[config.mk]
export PLATFORM = sky130hd
export DESIGN_NAME = spi_cnn_master_8_flat
export DESIGN_NICKNAME = d
export VERILOG_FILES = /design/src/rtl/spi_cnn_master_8_if.sv /design/src/rtl/spi_cnn_master_8.sv /design/src/flat_wrapper.sv
export SDC_FILE = /design/constraint.sdc
export NUM_CORES = 1
export LEC_CHECK = 0
export CAP_MARGIN = 20
export CORE_ASPECT_RATIO = 1.2
export CORE_MARGIN = 10
export CORE_UTILIZATION = 35
export CTS_BUF_LIST = sky130_fd_sc_hd__clkbuf_8 sky130_fd_sc_hd__clkbuf_16
export DETAILED_ROUTE_END_ITERATION = 7
export GPL_TIMING_DRIVEN = 1
export MAX_ROUTING_LAYER = met4
export PLACE_DENSITY_LB_ADDON = 0.15
export SLEW_MARGIN = 20
export SYNTH_ARGS = -nofsm -noshare
export SYNTH_HDL_FRONTEND = slang
export SYNTH_SLANG_ARGS = --single-unit
[constraint.sdc]
create_clock -name spi_cnn_master_8_CLOCK_50 -period 2.51 [get_ports spi_cnn_master_8_CLOCK_50]
set_input_delay 0.502 -clock spi_cnn_master_8_CLOCK_50 [delete_from_list [all_inputs] [get_ports spi_cnn_master_8_CLOCK_50]]
set_output_delay 0.502 -clock spi_cnn_master_8_CLOCK_50 [all_outputs]
set_load 0.02 [all_outputs]
[src/rtl/spi_cnn_master_8_if.sv]
// Host-side bus of the CNN SPI master: frame request, row data, status,
// received byte and the four SPI wires. The master modport is the view of
// the SPI master itself; the slave modport is the view of whoever drives it.
interface spi_cnn_master_8_if #(
  parameter int DATAWIDTH_BUS = 8
);
  logic                     i_start;
  logic                     i_start_cnn;
  logic [DATAWIDTH_BUS-1:0] i_row00;
  logic [DATAWIDTH_BUS-1:0] i_row01;
  logic [DATAWIDTH_BUS-1:0] i_row02;
  logic [DATAWIDTH_BUS-1:0] i_row03;
  logic [DATAWIDTH_BUS-1:0] i_row04;
  logic [DATAWIDTH_BUS-1:0] i_row05;
  logic [DATAWIDTH_BUS-1:0] i_row06;
  logic [DATAWIDTH_BUS-1:0] i_row07;
  logic                     o_busy;
  logic                     o_done;
  logic [DATAWIDTH_BUS-1:0] o_rx_data;
  logic                     o_SPI_Clk;
  logic                     o_SPI_CS_n;
  logic                     o_SPI_MOSI;
  logic                     i_SPI_MISO;

  modport master (
    input  i_start, i_start_cnn,
    input  i_row00, i_row01, i_row02, i_row03,
    input  i_row04, i_row05, i_row06, i_row07,
    input  i_SPI_MISO,
    output o_busy, o_done, o_rx_data,
    output o_SPI_Clk, o_SPI_CS_n, o_SPI_MOSI
  );

  modport slave (
    output i_start, i_start_cnn,
    output i_row00, i_row01, i_row02, i_row03,
    output i_row04, i_row05, i_row06, i_row07,
    output i_SPI_MISO,
    input  o_busy, o_done, o_rx_data,
    input  o_SPI_Clk, o_SPI_CS_n, o_SPI_MOSI
  );
endinterface

[src/rtl/spi_cnn_master_8.sv]
// SPI mode-0 master that ships one CNN input frame ({cmd, row00..row07},
// MSB first) to the accelerator's SPI slave and returns the last byte seen
// on MISO. Chip select wraps the frame with CLKDIV-cycle setup and hold
// guards; a start seen in the done cycle chains frames with a single
// CS_n-high cycle between them.
module spi_cnn_master_8 #(
  parameter int DATAWIDTH_BUS = 8,
  parameter int CLKDIV        = 4
) (
  input logic                 spi_cnn_master_8_CLOCK_50,
  input logic                 spi_cnn_master_8_Reset_InHigh,
  spi_cnn_master_8_if.master  bus
);

  localparam int FRAME_BITS = 8 + 8 * DATAWIDTH_BUS;
  localparam int HALF_W     = $clog2(CLKDIV) + 1;

  localparam logic [HALF_W-1:0] HALF_RELOAD = HALF_W'(CLKDIV - 1);
  localparam logic [HALF_W-1:0] HALF_ONE    = HALF_W'(1);
  localparam logic [6:0]        BIT_LAST    = 7'(FRAME_BITS - 1);
  localparam logic [6:0]        BIT_ONE     = 7'd1;
  localparam logic [7:0]        CMD_LOAD       = 8'h01;
  localparam logic [7:0]        CMD_LOAD_START = 8'h02;

  typedef enum logic [2:0] {
    stIdle,
    stCsSetup,
    stXfer,
    stCsHold,
    stDone
  } spiState_t;

  spiState_t                state;
  spiState_t                stateNext;
  logic [HALF_W-1:0]        halfCnt;
  logic [6:0]               bitCnt;
  logic [FRAME_BITS-1:0]    frameReg;
  logic [DATAWIDTH_BUS-1:0] rxShift;
  logic [DATAWIDTH_BUS-1:0] rxData;
  logic                     sclk;

  logic                     inFrame;
  logic                     phaseEnd;
  logic                     startAccept;
  logic                     sclkRise;
  logic                     sclkFall;
  logic                     lastBit;
  logic [7:0]               cmdByte;
  logic [FRAME_BITS-1:0]    frameLoad;

  // Chip select is asserted across setup, transfer and hold.
  assign inFrame     = (state == stCsSetup) || (state == stXfer) || (state == stCsHold);
  assign phaseEnd    = (halfCnt == '0);
  // The done cycle is not busy, so a start there is taken immediately.
  assign startAccept = ((state == stIdle) || (state == stDone)) && bus.i_start;
  assign sclkRise    = (state == stXfer) && phaseEnd && !sclk;
  assign sclkFall    = (state == stXfer) && phaseEnd && sclk;
  assign lastBit     = (bitCnt == BIT_LAST);

  assign cmdByte   = bus.i_start_cnn ? CMD_LOAD_START : CMD_LOAD;
  assign frameLoad = {cmdByte,
                      bus.i_row00, bus.i_row01, bus.i_row02, bus.i_row03,
                      bus.i_row04, bus.i_row05, bus.i_row06, bus.i_row07};

  // State register; reset always lands in IDLE, abandoning any frame.
  always_ff @(posedge spi_cnn_master_8_CLOCK_50) begin
    // NOTE: clocked state uses non-blocking assignments so every register
    // samples pre-edge values regardless of block ordering.
    if (spi_cnn_master_8_Reset_InHigh) begin
      state <= stIdle;
    end else begin
      state <= stateNext;
    end
  end

  // Next-state logic: each guard phase ends when the half-period counter
  // expires; the transfer ends on the falling edge of the last bit.
  always_comb begin
    // NOTE: default first so no path through the case leaves stateNext
    // unassigned, which would infer a latch.
    stateNext = state;
    case (state)
      stIdle, stDone: begin
        stateNext = startAccept ? stCsSetup : stIdle;
      end
      stCsSetup: begin
        if (phaseEnd) stateNext = stXfer;
      end
      stXfer: begin
        if (sclkFall && lastBit) stateNext = stCsHold;
      end
      stCsHold: begin
        if (phaseEnd) stateNext = stDone;
      end
      default: stateNext = stIdle;
    endcase
  end

  // Half-period timer: reloads at every phase boundary inside the frame.
  always_ff @(posedge spi_cnn_master_8_CLOCK_50) begin
    if (spi_cnn_master_8_Reset_InHigh) begin
      halfCnt <= '0;
    end else if (startAccept || (inFrame && phaseEnd)) begin
      halfCnt <= HALF_RELOAD;
    end else if (inFrame) begin
      halfCnt <= halfCnt - HALF_ONE;
    end
  end

  // Serialiser: latch the frame on start, sample MISO as SCLK rises and
  // advance MOSI as SCLK falls; the last bit stays on MOSI through hold.
  always_ff @(posedge spi_cnn_master_8_CLOCK_50) begin
    if (spi_cnn_master_8_Reset_InHigh) begin
      frameReg <= '0;
      bitCnt   <= '0;
      rxShift  <= '0;
      sclk     <= 1'b0;
    end else if (startAccept) begin
      frameReg <= frameLoad;
      bitCnt   <= '0;
      rxShift  <= '0;
      sclk     <= 1'b0;
    end else if (sclkRise) begin
      sclk    <= 1'b1;
      rxShift <= {rxShift[DATAWIDTH_BUS-2:0], bus.i_SPI_MISO};
    end else if (sclkFall) begin
      sclk <= 1'b0;
      if (!lastBit) begin
        bitCnt   <= bitCnt + BIT_ONE;
        frameReg <= {frameReg[FRAME_BITS-2:0], 1'b0};
      end
    end
  end

  // Response byte: the last byte clocked in, published as DONE is entered.
  always_ff @(posedge spi_cnn_master_8_CLOCK_50) begin
    if (spi_cnn_master_8_Reset_InHigh) begin
      rxData <= '0;
    end else if ((state == stCsHold) && phaseEnd) begin
      rxData <= rxShift;
    end
  end

  assign bus.o_SPI_Clk  = sclk;
  assign bus.o_SPI_CS_n = !inFrame;
  assign bus.o_SPI_MOSI = inFrame ? frameReg[FRAME_BITS-1] : 1'b0;
  assign bus.o_busy     = inFrame;
  assign bus.o_done     = (state == stDone);
  assign bus.o_rx_data  = rxData;

endmodule

[src/flat_wrapper.sv]
// flat-port wrapper written by rule: the top's interface ports become plain ports
module spi_cnn_master_8_flat 
#(
  parameter int DATAWIDTH_BUS = 8,
  parameter int CLKDIV        = 4
)
  (spi_cnn_master_8_CLOCK_50, spi_cnn_master_8_Reset_InHigh, bus_i_start, bus_i_start_cnn, bus_i_row00, bus_i_row01, bus_i_row02, bus_i_row03, bus_i_row04, bus_i_row05, bus_i_row06, bus_i_row07, bus_i_SPI_MISO, bus_o_busy, bus_o_done, bus_o_rx_data, bus_o_SPI_Clk, bus_o_SPI_CS_n, bus_o_SPI_MOSI);
  spi_cnn_master_8_if #(.DATAWIDTH_BUS(DATAWIDTH_BUS)) bus_i ();
  input logic spi_cnn_master_8_CLOCK_50;
  input logic spi_cnn_master_8_Reset_InHigh;
  input wire logic [$bits(bus_i.i_start)-1:0] bus_i_start;
  input wire logic [$bits(bus_i.i_start_cnn)-1:0] bus_i_start_cnn;
  input wire logic [$bits(bus_i.i_row00)-1:0] bus_i_row00;
  input wire logic [$bits(bus_i.i_row01)-1:0] bus_i_row01;
  input wire logic [$bits(bus_i.i_row02)-1:0] bus_i_row02;
  input wire logic [$bits(bus_i.i_row03)-1:0] bus_i_row03;
  input wire logic [$bits(bus_i.i_row04)-1:0] bus_i_row04;
  input wire logic [$bits(bus_i.i_row05)-1:0] bus_i_row05;
  input wire logic [$bits(bus_i.i_row06)-1:0] bus_i_row06;
  input wire logic [$bits(bus_i.i_row07)-1:0] bus_i_row07;
  input wire logic [$bits(bus_i.i_SPI_MISO)-1:0] bus_i_SPI_MISO;
  output wire logic [$bits(bus_i.o_busy)-1:0] bus_o_busy;
  output wire logic [$bits(bus_i.o_done)-1:0] bus_o_done;
  output wire logic [$bits(bus_i.o_rx_data)-1:0] bus_o_rx_data;
  output wire logic [$bits(bus_i.o_SPI_Clk)-1:0] bus_o_SPI_Clk;
  output wire logic [$bits(bus_i.o_SPI_CS_n)-1:0] bus_o_SPI_CS_n;
  output wire logic [$bits(bus_i.o_SPI_MOSI)-1:0] bus_o_SPI_MOSI;
  assign bus_i.i_start = bus_i_start;
  assign bus_i.i_start_cnn = bus_i_start_cnn;
  assign bus_i.i_row00 = bus_i_row00;
  assign bus_i.i_row01 = bus_i_row01;
  assign bus_i.i_row02 = bus_i_row02;
  assign bus_i.i_row03 = bus_i_row03;
  assign bus_i.i_row04 = bus_i_row04;
  assign bus_i.i_row05 = bus_i_row05;
  assign bus_i.i_row06 = bus_i_row06;
  assign bus_i.i_row07 = bus_i_row07;
  assign bus_i.i_SPI_MISO = bus_i_SPI_MISO;
  assign bus_o_busy = bus_i.o_busy;
  assign bus_o_done = bus_i.o_done;
  assign bus_o_rx_data = bus_i.o_rx_data;
  assign bus_o_SPI_Clk = bus_i.o_SPI_Clk;
  assign bus_o_SPI_CS_n = bus_i.o_SPI_CS_n;
  assign bus_o_SPI_MOSI = bus_i.o_SPI_MOSI;
  spi_cnn_master_8 #(.DATAWIDTH_BUS(DATAWIDTH_BUS), .CLKDIV(CLKDIV)) u_core (.spi_cnn_master_8_CLOCK_50(spi_cnn_master_8_CLOCK_50), .spi_cnn_master_8_Reset_InHigh(spi_cnn_master_8_Reset_InHigh), .bus(bus_i));
endmodule
==> impl_results.md <==
* Crit path cell chain: o21ba_2 > and2_1 > clkdlybuf4s50_1
* Die ar. at roughly 0.018 mm²
* Synth Warn # at 0
* Max_slew headroom at 64.7%
* TritonCTS clock tree: yes
* Drt pass-1 iters at 4
* Max Clock Freq at between 400 and 500 MHz
* Pre-CTS WS at a little over 0.4 ns
* Most common cell after layout, fill and taps aside: dfxtp_1
* Cell Area, Synth at roughly 0.0045 mm²
* Post-synth cell types at 38
* # clock sinks at ~100
* Setup violators final at 0
* Post-route DRC at 0
* First-pass GRT wire length at between 15000 and 20000 µm
* Slowest-stage cell, CP: clkdlybuf4s50_1
* N_diodes at 0
* EDFF count, synth at 0
* Critical path class: flip-flop to primary output
* Synth Register Bits at between 100 and 150
* Sequential element share of the synthesized area at 45.8%
* Post-layout total power at about 3700 µW
* Via density at about 5
* Synth top area share at 45.8%
* Hold Path Class: flip-flop to flip-flop
* Final Hold Fails at 0
* Startpoint types: flip-flop
* VDD IR max at about 0.00030 V
* Clk root buf: clkbuf_16
* Setup bufs post-CTS at 0
* Worst Skew at around 0.0051 ns
* # resized after CTS at 0
* CP arrival at between 1.5 and 2 ns
* Final core occ at 45.5%
* GRT Util Overall at ~12%
* Layout area overhead at 28.0%
* RSZ-0062 raised after global routing: false
* Num CTS Buffers at 9
* Clock insertion delay at the later pin of the skew report at around 0.34 ns
* Layout cells sized above 1 at under 10%
* Commonest cells after routing, fill and taps aside: dfxtp_1 (102), clkdlybuf4s50_1 (80), nor2_1 (51)
* Syn Nets at between 500 and 600
* Bufs on Longest Clock Path at 2
* Max Transition Viols Final at 0
* CP bufs+invs at 1
* Crit path max-delay family: buffers and inverters
* Leading area contributor after synthesis: dfxtp_1
* PwrDens at approximately 650 mW/mm²
* TNS Setup at 0 ns
* Ranking of synthesized cells by area: dfxtp_1 (46%), mux2i_1 (8.7%), a221o_1 (8.5%)
* Drt total wl at 10700 µm
* Gp weighted congestion at around 0.75
* Max Fanout on Critical Path at 8
* CP Capture Type: primary output
* Die Span X at 123 µm
* Final net count at 606
* Ys async rst share at 0%
* Final setup margin at 0.163 ns
* Post-DRT Antenna Nets at 0
* Vias at 3568
* Die height at 144 µm
* Status: completed
* Grt total ovfl at 0
* Initial antenna violation count at 0
* Cells after Synth at 470
* Io pins at ~80
* Main flop type after synthesis: dfxtp_1
* CTS hold repair buffers at 0
* Leak at 0.00232 µW
* Req. time, crit path at roughly 2 ns
* Fin crit share at 93.5%
* Wirelength per Cell at around 15 µm
* Input/output buffers at roughly 80
* Max incr delay on CP at ~0.61 ns
* Final min period at roughly 2.3 ns
* Synthesized area per cell at between 9 and 10 µm²
* Largest net degree at the start of global routing at 74
* DP HPWL at 7090 µm
* Row count at 45
* H-tree lvl count at 3
* Clock transition at path regs at 0.06 ns
* Max-cap viol count at 0
* Area of the core at roughly 0.013 mm²
* Worst-Margin Slew at around 0.53 ns
* Initial Util at a little over a third
* Number of global-route vias before repair at about 3600
* DRT iter0 DRCs at 240
per-layer routing:
layer	track usage, %	wire, µm
met5	-	0
met4	4.85	138
met3	3.61	537
met2	18.4	4860
met1	15.7	5180
kinds of logic after synthesis:
group                    count (synthesis)  synth area share (%)
buffers and inverters                   47                  4.91
flip-flops                             102                  45.8
adder cells (fa/ha/maj)                  3                 0.841
AO/OA/AOI/OAI                           89                  16.7
XOR/XNOR                                 5                 0.981
AND/OR/NAND/NOR                        185                  22.0
multiplexers                            39                  8.75
tightest hold or removal path, delay by kind of cell, from the launching register on:
family | cells | cell delay (ns)
DFF | 1 | 0.31
and+or+nand+nor | 1 | 0.05
AOI/OAI and AO/OA | 1 | 0.05
through the flow:
stage | cells | hold WS [ns] | instance area (µm²)
after floorplan | 470 | 0.427 | 4460
after global placement | 687 | 0.439 | 5410
after detailed placement | 687 | 0.449 | 5410
after CTS | 703 | 0.458 | 5710
after global routing | 703 | 0.475 | 5710
final | 703 | 0.455 | 5710
cell type report:
class | count | area (µm²)
Clock buffer | 11 | 253
Clock inverter | 5 | 50.0
Fill cell | 1211 | 6840
Inverter | 5 | 18.8
Multi-Input combinational cell | 321 | 2210
Sequential cell | 102 | 2040
Tap cell | 164 | 205
Timing Repair Buffer | 95 | 936
cell usage after synthesis (all sizes together) (2+ instances only):
library cell	instances
dfxtp	102
nor2	52
nor2b	42
and3	39
mux2i	39
a221o	38
nand2	28
a211oi	23
buf	23
clkbuf	19
a21oi	16
inv	5
a311oi	4
nand3	4
xnor2	4
ha	3
nand2b	3
nand4	3
nor3	3
nor4	3
o21ai	3
nand4bb	2
where the power goes:
group          internal (µW)  switching, µW
registers               1740           51.5
logic                    284            256
clock network            819            586
flip-flops by register name, summed over array words and instances, names as in the netlist:
name,cells
u_core.state,3
u_core.bitCnt,7
u_core.halfCnt,3
u_core.frameReg,72
u_core.bus.o_rx_data,8
u_core.bus.o_SPI_Clk,1
u_core.rxShift,8
worst paths after layout:
kind | startpoint | end | slack, ns | depth (start not counted)
setup / recovery | u_core.state[1]$_SDFFE_PP0P_ | bus_o_SPI_MOSI | 0.16 | 3
hold reg to reg | u_core.frameReg[69]$_SDFFE_PP0P_ | u_core.frameReg[69]$_SDFFE_PP0P_ | 0.46 | 2
hold / removal | u_core.frameReg[69]$_SDFFE_PP0P_ | u_core.frameReg[69]$_SDFFE_PP0P_ | 0.46 | 2
setup reg to reg | u_core.halfCnt[0]$_SDFFE_PP0P_ | u_core.frameReg[55]$_SDFFE_PP0P_ | 0.58 | 7
Note: power is estimated with default switching activity, not from simulation.
==> patch 1, RTL diff (same settings) <==
`CLKDIV` is set to 4 in 2 places; all go to 2.
--- a/src/rtl/spi_cnn_master_8.sv
+++ b/src/rtl/spi_cnn_master_8.sv
@@ -7,3 +7,3 @@
   parameter int DATAWIDTH_BUS = 8,
-  parameter int CLKDIV        = 4
+  parameter int CLKDIV        = 2
 ) (
--- a/src/flat_wrapper.sv
+++ b/src/flat_wrapper.sv
@@ -4,3 +4,3 @@
   parameter int DATAWIDTH_BUS = 8,
-  parameter int CLKDIV        = 4
+  parameter int CLKDIV        = 2
 )
Check against the original RTL: not equivalent (Yosys sat finds a counterexample within 10 cycles, from zero or initial values and one cycle with spi_cnn_master_8_Reset_InHigh high).
==> patch 1 against the unedited design <==
Core utilization up 0.75 points. Sequential cell count down 1. Worst setup slack improved by 0.021 ns. Largest power group unchanged. Synthesized area decreased by 2.9%. Total power is 2.2% lower. Design area is 1.9% lower. Wire length increased by 1.0%. Largest cell class unchanged. Clock power shrank 5%.
==> patch 1: results (changes against the unedited design) <==
[status]
status = finished clean  ; unchanged

[cells_and_area]
largest_register_ffs = 72  ; unchanged
final_nets = 628  ; was 606
antenna_cells = 0  ; unchanged
nFillCells = 1219  ; was 1211
drive_above_1_share = 0.07473  ; was 0.06679

[clocking]
htree_levels = 3  ; unchanged
cts_root_buf = clkbuf_16  ; unchanged
cts_buffer_depth = 2  ; unchanged

[critical_path]
arrival_ns = 1.82  ; was 1.85 ns

[drt]
met2_length_um = 4849  ; was 4858 um
dr.max_layer_used = met4  ; unchanged
wl_met1_um = 5407  ; was 5184 um
routed-wl-met3_um = 405  ; was 537 um
vias = 3680  ; was 3568
wl_per_cell_um = 14.97  ; was 15.25 um
firstDrtPassIters = 4  ; unchanged
drt_iter0_markers = 271  ; was 240

[yosys]
ys_seq_area_frac = 0.4668  ; was 0.4575
synth_common_cells = 101 x dfxtp_1, 61 x nand2_1, 47 x a21oi_1, 46 x nor2_1, 37 x nor2b_1  ; was 102 x dfxtp_1, 52 x nor2_1, 42 x nor2b_1, 39 x and3_1, 39 x mux2i_1
syn-num-nets = 565  ; was 542
synth.area.top_cells = dfxtp_1 47%, a221o_1 8.3%, a21oi_1 5.4%, nor2b_1 5.3%, nand2_1 5.3%  ; was dfxtp_1 46%, mux2i_1 8.7%, a221o_1 8.5%, nor2b_1 5.9%, and3_1 5.5%
yosysUniqueCellTypes = 42  ; was 38

[placed_design]
port-buffer-count = 81  ; unchanged
place_area_um2 = 5319  ; was 5410 um2
hpwl_um = 7057  ; was 7088 um
gp_congestion = 0.7843  ; was 0.7492

[pwr]
leakagePower_nw = 2.131  ; was 2.320 nW
ir_drop_v = 0.0002829  ; was 0.0003033 V

[grt]
grt_max_degree = 58  ; was 74
grt_pass1_vias = 3753  ; was 3559
grt_util_all_layers = 0.1324  ; was 0.1245
grt_pass1_wl_um = 18360  ; was 17520 um

[timing]
relSlewSlack = 0.6199  ; was 0.6469
worst_clock_skew_ns = 0.005958  ; was 0.005115 ns

==> patch 1: worst max-delay path: cells and delay by family, from the launching register on <==
kind,cells,cell delay [ns]
flops,1,0.46
simple gates,3,0.41
buf+inv,1,0.61
==> patch 1: per-stage QoR <==
stage | cells | hold slack, ns | setup WS [ns] | utilization
2_1_floorplan | 494 | 0.4312 | 0.7029 | -
3_3_place_gp | 707 | 0.4397 | 0.2387 | 0.4392
3_5_place_dp | 707 | 0.4445 | 0.2141 | 0.4392
4_1_cts | 723 | 0.4561 | 0.1245 | 0.4624
5_1_grt | 723 | 0.4727 | 0.01816 | 0.4625
6_report | 723 | 0.4556 | 0.1842 | 0.4625
==> patch 1: worst paths after layout <==
kind,from,end,slack (ns),cells after the start
max reg2reg,u_core.halfCnt[0]$_SDFFE_PP0P_,u_core.frameReg[5]$_SDFFE_PP0P_,0.43,8
max,u_core.state[0]$_SDFFE_PP0P_,bus_o_SPI_MOSI,0.18,4
min,u_core.bus.o_rx_data[1]$_SDFFE_PP0P_,u_core.bus.o_rx_data[1]$_SDFFE_PP0P_,0.46,2
min reg2reg,u_core.bus.o_rx_data[1]$_SDFFE_PP0P_,u_core.bus.o_rx_data[1]$_SDFFE_PP0P_,0.46,2
==> patch 1: timing repair <==
action / in CTS / in global routing
setup endpoints to repair: 0 / 1
hold buffers: 0 / 0
gates resized for setup: 0 / 1
==> patch 1: power breakdown <==
group / internal, mW / switching [mW] / leakage [nW]
Combinational: 0.292 / 0.270 / 1.17
Sequential: 1.72 / 0.0491 / 0.827
Clock: 0.685 / 0.641 / 0.137
==> patch 1: layout make-up <==
| cell class | instances | area, um2 | share of cell area |
|---|---|---|---|
| clock buffers | 9 | 225.2 | 0.04021 |
| clock inverters | 7 | 56.30 | 0.01005 |
| multi-input cells | 343 | 2079 | 0.3712 |
| inverters | 6 | 22.52 | 0.004021 |
| flip-flops and latches | 101 | 2023 | 0.3612 |
| repair buffers | 96 | 993.5 | 0.1774 |
| well taps | 161 | 201.4 | 0.03596 |
==> patch 1: logic make-up after synthesis <==
family	synth area share
compound gates	0.1987
xor+xnor	0.01011
fa+ha+maj	0.005776
buf+inv	0.05517
flops	0.4668
mux	0.02109
simple gates	0.2423
==> patch 1: metal layers <==
layer | vias to the layer above | global-route usage
met3 | 11 | 0.02620
met1 | 1725 | 0.1731
met4 | 0 | 0.05783
met2 | 69 | 0.1937
li1 | 1875 | -
met5 | - | -
==> patch 2, RTL diff (same flow settings) <==
Without the edit above. Encoding of `spiState_t`: now Gray code (3 bits for 5 states).
--- a/src/rtl/spi_cnn_master_8.sv
+++ b/src/rtl/spi_cnn_master_8.sv
@@ -25,7 +25,7 @@
   typedef enum logic [2:0] {
-    stIdle,
-    stCsSetup,
-    stXfer,
-    stCsHold,
-    stDone
+    stIdle    = 3'b000,
+    stCsSetup = 3'b001,
+    stXfer    = 3'b011,
+    stCsHold  = 3'b010,
+    stDone    = 3'b110
   } spiState_t;
Function: no difference found for any inputs over 10 cycles, from zero or initial values and one cycle with spi_cnn_master_8_Reset_InHigh high; not proved beyond that.
==> patch 2 against the unedited design <==
Sequential cell count unchanged. Worst setup slack worse by 0.022 ns. Critical endpoint unchanged. Critical path depth unchanged. Hold slack worse by 0.0043 ns. Register-to-register slack worse by 0.20 ns. Die area down 2.7%. Wire length up 2.7%. Critical path type unchanged. Synthesized area down 3.2%. Non-clock buffer count down 1. Design area down 2.7%.
Power is not compared: it rests on default switching activity, and its combinational part moved more than twofold at a synthesized area within 25%.
==> patch 2: results (changes against the unedited design) <==
[status]
status = finished clean  ; unchanged

[pwr]
p_sw_frac = 0.3018
leakagePower_nw = 1.913

[timing]
worst_pin_slew_ns = 0.6861  ; was 0.5296 ns
worst_clock_skew_ns = 0.005689  ; was 0.005115 ns
hold_viol = 0  ; unchanged

[cells_and_area]
fin_cells = 731  ; was 703
largest_register_ffs = 72  ; unchanged
drive_above_1_share = 0.06667  ; was 0.06679
buffers = 94  ; was 95
nFillCells = 1214  ; was 1211
regMostFlops = u_core.frameReg  ; unchanged
final_nets = 637  ; was 606
n_all_inverters = 6  ; was 5
multi_input_gates = 352  ; was 321
multi_input_area_share = 0.3601  ; was 0.3866
bufAreaShareNonClock = 0.1715  ; was 0.1638
clock_buffers = 9  ; was 11
seqCellArea_um2 = 2042  ; unchanged
clk_share = 0.06077  ; was 0.05300

[placed_design]
dpl.cell_count = 715  ; was 687
port-buffer-count = 81  ; unchanged
gp_congestion = 0.7298  ; was 0.7492
hpwl_um = 7167  ; was 7088 um

[drt]
wl_per_cell_um = 15.06  ; was 15.25 um
firstDrtPassIters = 5  ; was 4
drt_iter0_markers = 284  ; was 240
vias_per_cell = 5.261  ; was 5.075

[clocking]
cts_root_buf = clkbuf_16  ; unchanged
cts_hold_repair.buffers = 0  ; unchanged
insertion_delay_ns = 0.34  ; about the same
clk_pin_slew_worst_paths_ns = 0.07
numCtsBuffers = 9  ; unchanged
htree_levels = 3  ; unchanged

[critical_path]
arrival_ns = 1.87  ; was 1.85 ns
cp_max_fo = 8  ; unchanged
critPathTopFamily = buffers and inverters  ; unchanged

[yosys]
synth_xor_area_frac = 0.004053  ; was 0.009812
synth_common_cells = 102 x dfxtp_1, 90 x a21oi_1, 55 x nand2_1, 51 x nand3_1  ; was 102 x dfxtp_1, 52 x nor2_1, 42 x nor2b_1, 39 x and3_1, 39 x mux2i_1
synth.area.mux_share = 0.01853  ; was 0.08747
ys_warn_count = 0  ; unchanged
postSynthCellCount = 509  ; was 470
synth_fa_ha_area_frac = 0.008686  ; was 0.008410
ys_seq_area_frac = 0.4725  ; was 0.4575
synth-compound-area-share = 0.2444  ; was 0.1674
synth_flop_cell = dfxtp_1  ; unchanged
synth.area.top_cells = dfxtp_1 47%, a21oi_1 10%, a22oi_1 6.6%, nand3_1 5.9%, nand2_1 4.8%  ; was dfxtp_1 46%, mux2i_1 8.7%, a221o_1 8.5%, nor2b_1 5.9%, and3_1 5.5%
syn-num-nets = 581  ; was 542

[grt]
grt_pass1_wl_um = 18020  ; was 17520 um
met1_usage = 0.1587  ; was 0.1567
globalRouteMet3Util = 0.02422  ; was 0.03611
grt_use_met2 = 0.2029  ; was 0.1843
grt_util_all_layers = 0.1276  ; was 0.1245
grt_pass1_vias = 3668  ; was 3559
antenna_found_initial = 0  ; unchanged
grt_max_degree = 70  ; was 74

[hold_path]
hp-class = reg2reg  ; unchanged

-- patch 2: layer usage --
metal / wire [um] / vias to the layer above / share of wire
li1: - / 1932 / -
met1: 5016 / 1800 / 0.46
met5: 0 / - / 0
met3: 426 / 15 / 0.039
met2: 5414 / 99 / 0.49
met4: 153 / 0 / 0.014
-- patch 2: metrics by stage --
stage / cell area [um2] / total power, mW / worst slack [ns] / util
2_1_floorplan: 4322 / 2.891 / 0.8817 / -
3_3_place_gp: 5221 / 3.244 / 0.4639 / 0.4311
3_5_place_dp: 5221 / 3.272 / 0.3834 / 0.4311
4_1_cts: 5559 / 4.851 / 0.1193 / 0.4590
5_1_grt: 5559 / 5.078 / 0.03082 / 0.4590
6_report: 5559 / 4.804 / 0.1408 / 0.4590
-- patch 2: path summary, 6_finish.rpt --
kind | startpoint | end | slack (ns) | depth (start not counted)
worst max-delay path | u_core.state[1]$_SDFFE_PP0P_ | bus_o_SPI_MOSI | 0.14 | 3
worst min-delay path | u_core.frameReg[68]$_SDFFE_PP0P_ | u_core.frameReg[69]$_SDFFE_PP0P_ | 0.45 | 2
worst max register to register | u_core.halfCnt[0]$_SDFFE_PP0P_ | u_core.frameReg[64]$_SDFFE_PP0P_ | 0.38 | 7
worst min register to register | u_core.frameReg[68]$_SDFFE_PP0P_ | u_core.frameReg[69]$_SDFFE_PP0P_ | 0.45 | 2
-- patch 2: worst min-delay path: cells and delay by family, from the launching register on --
family / cells / cell delay (ns)
and+or+nand+nor: 1 / 0.05
AOI/OAI and AO/OA: 1 / 0.05
DFF: 1 / 0.31
